### src/rtl/cdb_result_arbiter.sv
// CDB producer: per-source result FIFOs (ALU, LSB), round-robin grant, registered broadcast.
// Optional CDB_PERF_CNT_EN adds broadcast and per-source stall counters.

module cdb_src_fifo #(
  parameter int DATA_W     = 8,
  parameter int FIFO_WIDTH = 2
) (
  input  logic              clk_in,
  input  logic              rst_in,
  input  logic              clr,
  input  logic              push,
  input  logic              pop,
  input  logic [DATA_W-1:0] wdata,
  output logic [DATA_W-1:0] rdata,
  output logic              empty,
  output logic              ready
);
  localparam int FIFO_SIZE = 1 << FIFO_WIDTH;
  localparam logic [FIFO_WIDTH:0] FULL_CNT = (FIFO_WIDTH+1)'(FIFO_SIZE);

  logic [DATA_W-1:0]     mem [FIFO_SIZE];
  logic [FIFO_WIDTH-1:0] head, tail;
  logic [FIFO_WIDTH:0]   count;

  assign rdata = mem[head];
  assign empty = (count == '0);
  assign ready = (count != FULL_CNT);

  always_ff @(posedge clk_in) begin
    if (rst_in || clr) begin
      head  <= '0;
      tail  <= '0;
      count <= '0;
    end else begin
      if (push) tail <= tail + 1'b1;
      if (pop)  head <= head + 1'b1;
      case ({push, pop})
        2'b10:   count <= count + 1'b1;
        2'b01:   count <= count - 1'b1;
        default: count <= count;
      endcase
    end
  end

  // Payload storage carries no reset; pointers alone define occupancy.
  always_ff @(posedge clk_in) begin
    if (push) mem[tail] <= wdata;
  end
endmodule

module cdb_result_arbiter #(
  parameter int ADDR_WIDTH = 32,
  parameter int RoB_WIDTH  = 8,
  parameter int FIFO_WIDTH = 2
) (
  input  logic                  clk_in,
  input  logic                  rst_in,
  input  logic                  rdy_in,
  input  logic                  rollback_in,
  input  logic                  alu_valid,
  output logic                  alu_ready,
  input  logic [RoB_WIDTH-1:0]  alu_RoB_index,
  input  logic [31:0]           alu_value,
  input  logic [ADDR_WIDTH-1:0] alu_next_pc,
  input  logic                  lsb_valid,
  output logic                  lsb_ready,
  input  logic [RoB_WIDTH-1:0]  lsb_RoB_index,
  input  logic [31:0]           lsb_value,
  output logic                  cdb_en,
  output logic [RoB_WIDTH-1:0]  cdb_RoB_index,
  output logic [31:0]           cdb_value,
  output logic [ADDR_WIDTH-1:0] cdb_next_pc,
  output logic                  cdb_src
`ifdef CDB_PERF_CNT_EN
  ,
  output logic [31:0]           perf_bcast_cnt,
  output logic [31:0]           perf_alu_stall_cnt,
  output logic [31:0]           perf_lsb_stall_cnt
`endif
);
  localparam int NUM_SRC = 2;  // 0 = ALU, 1 = LSB

  typedef struct packed {
    logic [RoB_WIDTH-1:0]  idx;
    logic [31:0]           value;
    logic [ADDR_WIDTH-1:0] next_pc;
  } cdb_ent_t;
  localparam int ENT_W = $bits(cdb_ent_t);

  logic [NUM_SRC-1:0]            src_valid, src_ready, push, pop, empty;
  logic [NUM_SRC-1:0][ENT_W-1:0] wdata, rdata;
  cdb_ent_t                      alu_ent, lsb_ent, sel;
  logic                          active, clr, gnt_alu, gnt_lsb, last_grant;

  assign alu_ent   = '{idx: alu_RoB_index, value: alu_value, next_pc: alu_next_pc};
  assign lsb_ent   = '{idx: lsb_RoB_index, value: lsb_value, next_pc: '0};
  assign wdata[0]  = alu_ent;
  assign wdata[1]  = lsb_ent;
  assign src_valid = {lsb_valid, alu_valid};
  assign alu_ready = src_ready[0];
  assign lsb_ready = src_ready[1];

  assign active = rdy_in & ~rollback_in;
  assign clr    = rdy_in & rollback_in;
  assign push   = src_valid & src_ready & {NUM_SRC{active}};

  // last_grant = 1 means LSB went last, so ALU takes the next tie.
  assign gnt_alu = active & ~empty[0] & (empty[1] | last_grant);
  assign gnt_lsb = active & ~empty[1] & (empty[0] | ~last_grant);
  assign pop     = {gnt_lsb, gnt_alu};
  assign sel     = gnt_lsb ? cdb_ent_t'(rdata[1]) : cdb_ent_t'(rdata[0]);

  for (genvar g = 0; g < NUM_SRC; g++) begin : g_src
    cdb_src_fifo #(.DATA_W(ENT_W), .FIFO_WIDTH(FIFO_WIDTH)) u_fifo (
      .clk_in (clk_in),
      .rst_in (rst_in),
      .clr    (clr),
      .push   (push[g]),
      .pop    (pop[g]),
      .wdata  (wdata[g]),
      .rdata  (rdata[g]),
      .empty  (empty[g]),
      .ready  (src_ready[g])
    );
  end

  always_ff @(posedge clk_in) begin
    if (rst_in) begin
      cdb_en        <= 1'b0;
      cdb_RoB_index <= '0;
      cdb_value     <= '0;
      cdb_next_pc   <= '0;
      cdb_src       <= 1'b0;
      last_grant    <= 1'b1;
    end else if (!rdy_in) begin
      cdb_en <= 1'b0;
    end else if (rollback_in) begin
      cdb_en     <= 1'b0;
      last_grant <= 1'b1;
    end else if (gnt_alu || gnt_lsb) begin
      cdb_en        <= 1'b1;
      cdb_RoB_index <= sel.idx;
      cdb_value     <= sel.value;
      cdb_next_pc   <= gnt_lsb ? '0 : sel.next_pc;
      cdb_src       <= gnt_lsb;
      last_grant    <= gnt_lsb;
    end else begin
      cdb_en <= 1'b0;
    end
  end

`ifdef CDB_PERF_CNT_EN
  // Counted at the edge that launches the pulse, so the value tracks visible pulses.
  always_ff @(posedge clk_in) begin
    if (rst_in) begin
      perf_bcast_cnt     <= '0;
      perf_alu_stall_cnt <= '0;
      perf_lsb_stall_cnt <= '0;
    end else begin
      if (gnt_alu || gnt_lsb)                perf_bcast_cnt     <= perf_bcast_cnt + 1'b1;
      if (rdy_in && alu_valid && !alu_ready) perf_alu_stall_cnt <= perf_alu_stall_cnt + 1'b1;
      if (rdy_in && lsb_valid && !lsb_ready) perf_lsb_stall_cnt <= perf_lsb_stall_cnt + 1'b1;
    end
  end
`endif
endmodule

### config.mk
export PLATFORM = sky130hd
export DESIGN_NAME = cdb_result_arbiter
export DESIGN_NICKNAME = d
export VERILOG_FILES = /design/src/rtl/cdb_result_arbiter.sv
export SDC_FILE = /design/constraint.sdc
export NUM_CORES = 1
export LEC_CHECK = 0
export CORE_AREA = 2 2 217 219
export DETAILED_ROUTE_END_ITERATION = 12
export DIE_AREA = 0 0 219 221
export PLACE_DENSITY = 0.75
export SKIP_CTS_REPAIR_TIMING = 1
export SLEW_MARGIN = 20
export SYNTH_ARGS = -nofsm -noshare
export SYNTH_HDL_FRONTEND = slang
export SYNTH_HIERARCHICAL = 1
export SYNTH_SLANG_ARGS = --single-unit
### constraint.sdc
create_clock -name clk_in -period 6 [get_ports clk_in]
set_input_delay 0.9 -clock clk_in [delete_from_list [all_inputs] [get_ports clk_in]]
set_output_delay 0.9 -clock clk_in [all_outputs]
set_load 0.02 [all_outputs]
==> impl_metrics.prom <==
# TYPE chip_impl_metric gauge
chip_impl_metric{name="postLayoutCoreUtil",unit="%"} 53.3
chip_impl_info{name="hold_path_startpoint",value="cdb_next_pc[31]$_SDFFE_PP0P_"} 1
chip_impl_info{name="timing_worst_setup_path_type",value="in2reg"} 1
chip_impl_metric{name="grt_use_total",unit="%"} 18.0
chip_impl_metric{name="design.die.area",unit="sq um"} 48400
chip_impl_metric{name="grt_remaining_overflow",unit=""} 0
chip_impl_metric{name="ff2ff_setup_slack",unit="ns"} 2.85
chip_impl_metric{name="initial_utilization",unit="%"} 44.6
chip_impl_metric{name="fin_tns_setup",unit="ns"} 0
chip_impl_info{name="timing.critical_path.to_type",value="register"} 1
chip_impl_info{name="routed.top_layer",value="met5"} 1
chip_impl_metric{name="hpwl",unit="um"} 27700
chip_impl_metric{name="finalSetupViolCount",unit=""} 0
chip_impl_metric{name="period_needed",unit="ns"} 3.70
chip_impl_metric{name="yosys_warnings",unit=""} 6
chip_impl_info{name="holdCritPathClass",value="reg2reg"} 1
chip_impl_info{name="unrepaired_setup_endpoints_after_global_routing",value="false"} 1
chip_impl_metric{name="antenna_found_initial",unit=""} 3
chip_impl_info{name="run_status",value="finished clean"} 1
chip_impl_info{name="cts_tree",value="done"} 1
chip_impl_metric{name="global_route_wire_length_before_repair",unit="um"} 65100
chip_impl_metric{name="synth.net_count",unit=""} 1191
chip_impl_metric{name="num_antenna_cells",unit=""} 0
chip_impl_metric{name="placed_cells_incl_taps",unit=""} 1791
chip_impl_metric{name="post_synth.cell_area_avg",unit="sq um"} 19.3
chip_impl_metric{name="routed-via-count",unit=""} 10700
chip_impl_metric{name="first_global_vias",unit=""} 10700
chip_impl_metric{name="clkTransAtPathRegs",unit="ns"} 0.06
chip_impl_info{name="worstSetupStartpointType",value="primary input"} 1
chip_impl_metric{name="final_nets",unit=""} 1372
chip_impl_metric{name="wire_per_inst",unit="um"} 23.4
chip_impl_metric{name="cp_arrival",unit="ns"} 3.88
chip_impl_metric{name="layout_setup_ws",unit="ns"} 2.30
chip_impl_metric{name="num_rows",unit=""} 79
chip_impl_metric{name="wl_met1",unit="um"} 18000
chip_impl_metric{name="dpl_worst_slack",unit="ns"} 1.76
chip_impl_metric{name="die_y",unit="um"} 221
chip_impl_metric{name="nFillCells",unit=""} 3604
chip_impl_metric{name="p_per_area",unit="nW/um^2"} 313
chip_impl_metric{name="drt_first_iter_violations",unit=""} 894
chip_impl_metric{name="worst_hold_slack",unit="ns"} 0.475
chip_impl_metric{name="cts_made_buffers",unit=""} 51
chip_impl_info{name="ctsRootBufferMaster",value="sky130_fd_sc_hd__clkbuf_16"} 1
chip_impl_metric{name="fin_skew",unit="ns"} 0.0152
chip_impl_metric{name="multiInputGateArea",unit="sq um"} 4640
chip_impl_metric{name="worstRegToRegCells",unit=""} 11
chip_impl_metric{name="gpl.final_weighted_congestion",unit=""} 0.790
chip_impl_metric{name="netlist_area",unit="sq um"} 20500
chip_impl_metric{name="finalNonFillerCells",unit=""} 1889
chip_impl_info{name="timing.rr.start",value="g_src[0].u_fifo/count[1]$_SDFFE_PP0P_"} 1
chip_impl_metric{name="drive_above_1_share",unit="%"} 17.4
chip_impl_metric{name="finish.instance_area",unit="sq um"} 24500
chip_impl_metric{name="placeableCoreArea",unit="sq um"} 46100
chip_impl_metric{name="worst_slew_pin_tran",unit="ns"} 1.08
chip_impl_metric{name="fin_crit_share",unit="%"} 61.7
chip_impl_metric{name="met2_wirelength",unit="um"} 22200
chip_impl_metric{name="timing.max_slew.rel_slack",unit="%"} 28.1
chip_impl_info{name="worst_hold_path.endpoint",value="cdb_next_pc[31]$_SDFFE_PP0P_"} 1
chip_impl_metric{name="die_width",unit="um"} 219
chip_impl_metric{name="final_antenna_net_count",unit=""} 0
chip_impl_metric{name="timing_hold_violations_final",unit=""} 0
chip_impl_metric{name="wirelength",unit="um"} 44200
chip_impl_metric{name="synthesis.instances",unit=""} 1061
chip_impl_metric{name="post_dp_cell_area",unit="sq um"} 22800
chip_impl_metric{name="grt_start_max_net_pins",unit=""} 73
chip_impl_metric{name="clock_sinks",unit=""} 541
chip_impl_metric{name="seq_area",unit="sq um"} 15300
chip_impl_metric{name="synthToLayoutAreaGrowth",unit="%"} 19.5
chip_impl_metric{name="irDropWorstVdd",unit="V"} 0.000202
chip_impl_metric{name="dr.pass1.iters",unit=""} 5
chip_impl_metric{name="largest_fanout_of_any_net_on_the_critical_path",unit=""} 41
chip_impl_metric{name="detailed_routed_wire_length_on_met3",unit="um"} 3000
chip_impl_metric{name="min_path_cells",unit=""} 1
chip_impl_metric{name="io_pins",unit=""} 194
chip_impl_metric{name="placement.io_buffers",unit=""} 193
chip_impl_metric{name="drv.max_cap_violation_count",unit=""} 0
chip_impl_metric{name="crit_required",unit="ns"} 6.18
chip_impl_metric{name="route.detailed.vias_per_inst",unit=""} 5.64
chip_impl_metric{name="fin_total_pwr",unit="mW"} 7.68
chip_impl_metric{name="drc_errors",unit=""} 0
chip_impl_metric{name="final_max_tran_viols",unit=""} 0
chip_impl_metric{name="cts.htree.levels",unit=""} 2
chip_impl_metric{name="clk_latency_worst_skew_pair",unit="ns"} 0.57
chip_impl_info{name="r2r-end",value="g_src[1].u_fifo/count[2]$_SDFFE_PP0P_"} 1
chip_impl_metric{name="max_clock_freq",unit="MHz"} 270
chip_impl_metric{name="clock_path_buffers",unit=""} 3
chip_impl_metric{name="p_leak",unit="nW"} 7.47
-- how the worst max path moves through the flow --
stage / start / endpoint / slack (ns)
finish: rdy_in / g_src[1].u_fifo/mem[1][36]$_DFFE_PP_ / 2.30
floorplan: rdy_in / g_src[0].u_fifo/mem[0][0]$_DFFE_PP_ / 2.24
global route: rdy_in / g_src[1].u_fifo/mem[1][58]$_DFFE_PP_ / 2.16
global placement: rdy_in / g_src[1].u_fifo/mem[1][49]$_DFFE_PP_ / 1.87
detailed placement: rdy_in / g_src[1].u_fifo/mem[2][49]$_DFFE_PP_ / 1.76
CTS: rdy_in / g_src[1].u_fifo/mem[2][49]$_DFFE_PP_ / 2.32
-- cell type report --
cell class | instances | share of cell area (%)
clock buffer | 55 | 5.30
sequential | 541 | 62.5
tap | 607 | 3.10
timing repair buffer | 206 | 8.53
inverter | 14 | 0.214
clock inverter | 38 | 1.46
multi-input combinational | 428 | 18.9
-- routing by layer --
| metal | up-vias | global-route usage (%) |
|---|---|---|
| li1 | 4710 | - |
| met1 | 5497 | 23.9 |
| met2 | 372 | 29.9 |
| met3 | 68 | 4.27 |
| met4 | 6 | 4.93 |
| met5 | - | 0 |
-- layout by cell type (no fill, tap or decap), drive strengths merged, types with 3 or more instances in the layout --
master / instances
edfxtp: 448
clkdlybuf4s50: 192
mux4: 112
dfxtp: 93
a21oi: 65
o21ai: 61
clkbuf: 55
nand3: 42
a311oi: 40
clkinv: 29
nor2: 19
o2111ai: 18
inv: 15
a22o: 14
buf: 14
ha: 10
and2: 10
bufinv: 7
xor2: 6
xnor2: 4
nand2: 4
nor3: 4
nand2b: 3
-- critical path, stage by stage --
cell and delay (ns):
sky130_fd_sc_hd__clkdlybuf4s50_1 0.62, sky130_fd_sc_hd__nor2b_4 0.50, sky130_fd_sc_hd__buf_4 0.49, sky130_fd_sc_hd__and3_1 0.40, sky130_fd_sc_hd__and2_2 0.92
-- report_power, final --
group	internal [mW]	total, mW	leakage [nW]	switching, mW
Sequential	4.11	4.14	4.80	0.0284
Combinational	0.160	0.359	1.85	0.199
Clock	1.86	3.18	0.824	1.32
-- flip-flops by register name, summed over array words and instances, names as in the netlist, named ones only --
name and cells:
g_src.u_fifo/count 6, g_src.u_fifo/tail 4, cdb_en 1, cdb_src 1, g_src.u_fifo/mem 448, cdb_RoB_index 8, cdb_next_pc 32, cdb_value 32
last_grant 1, g_src.u_fifo/head 4
No activity file was read; power rests on OpenSTA's default activity.
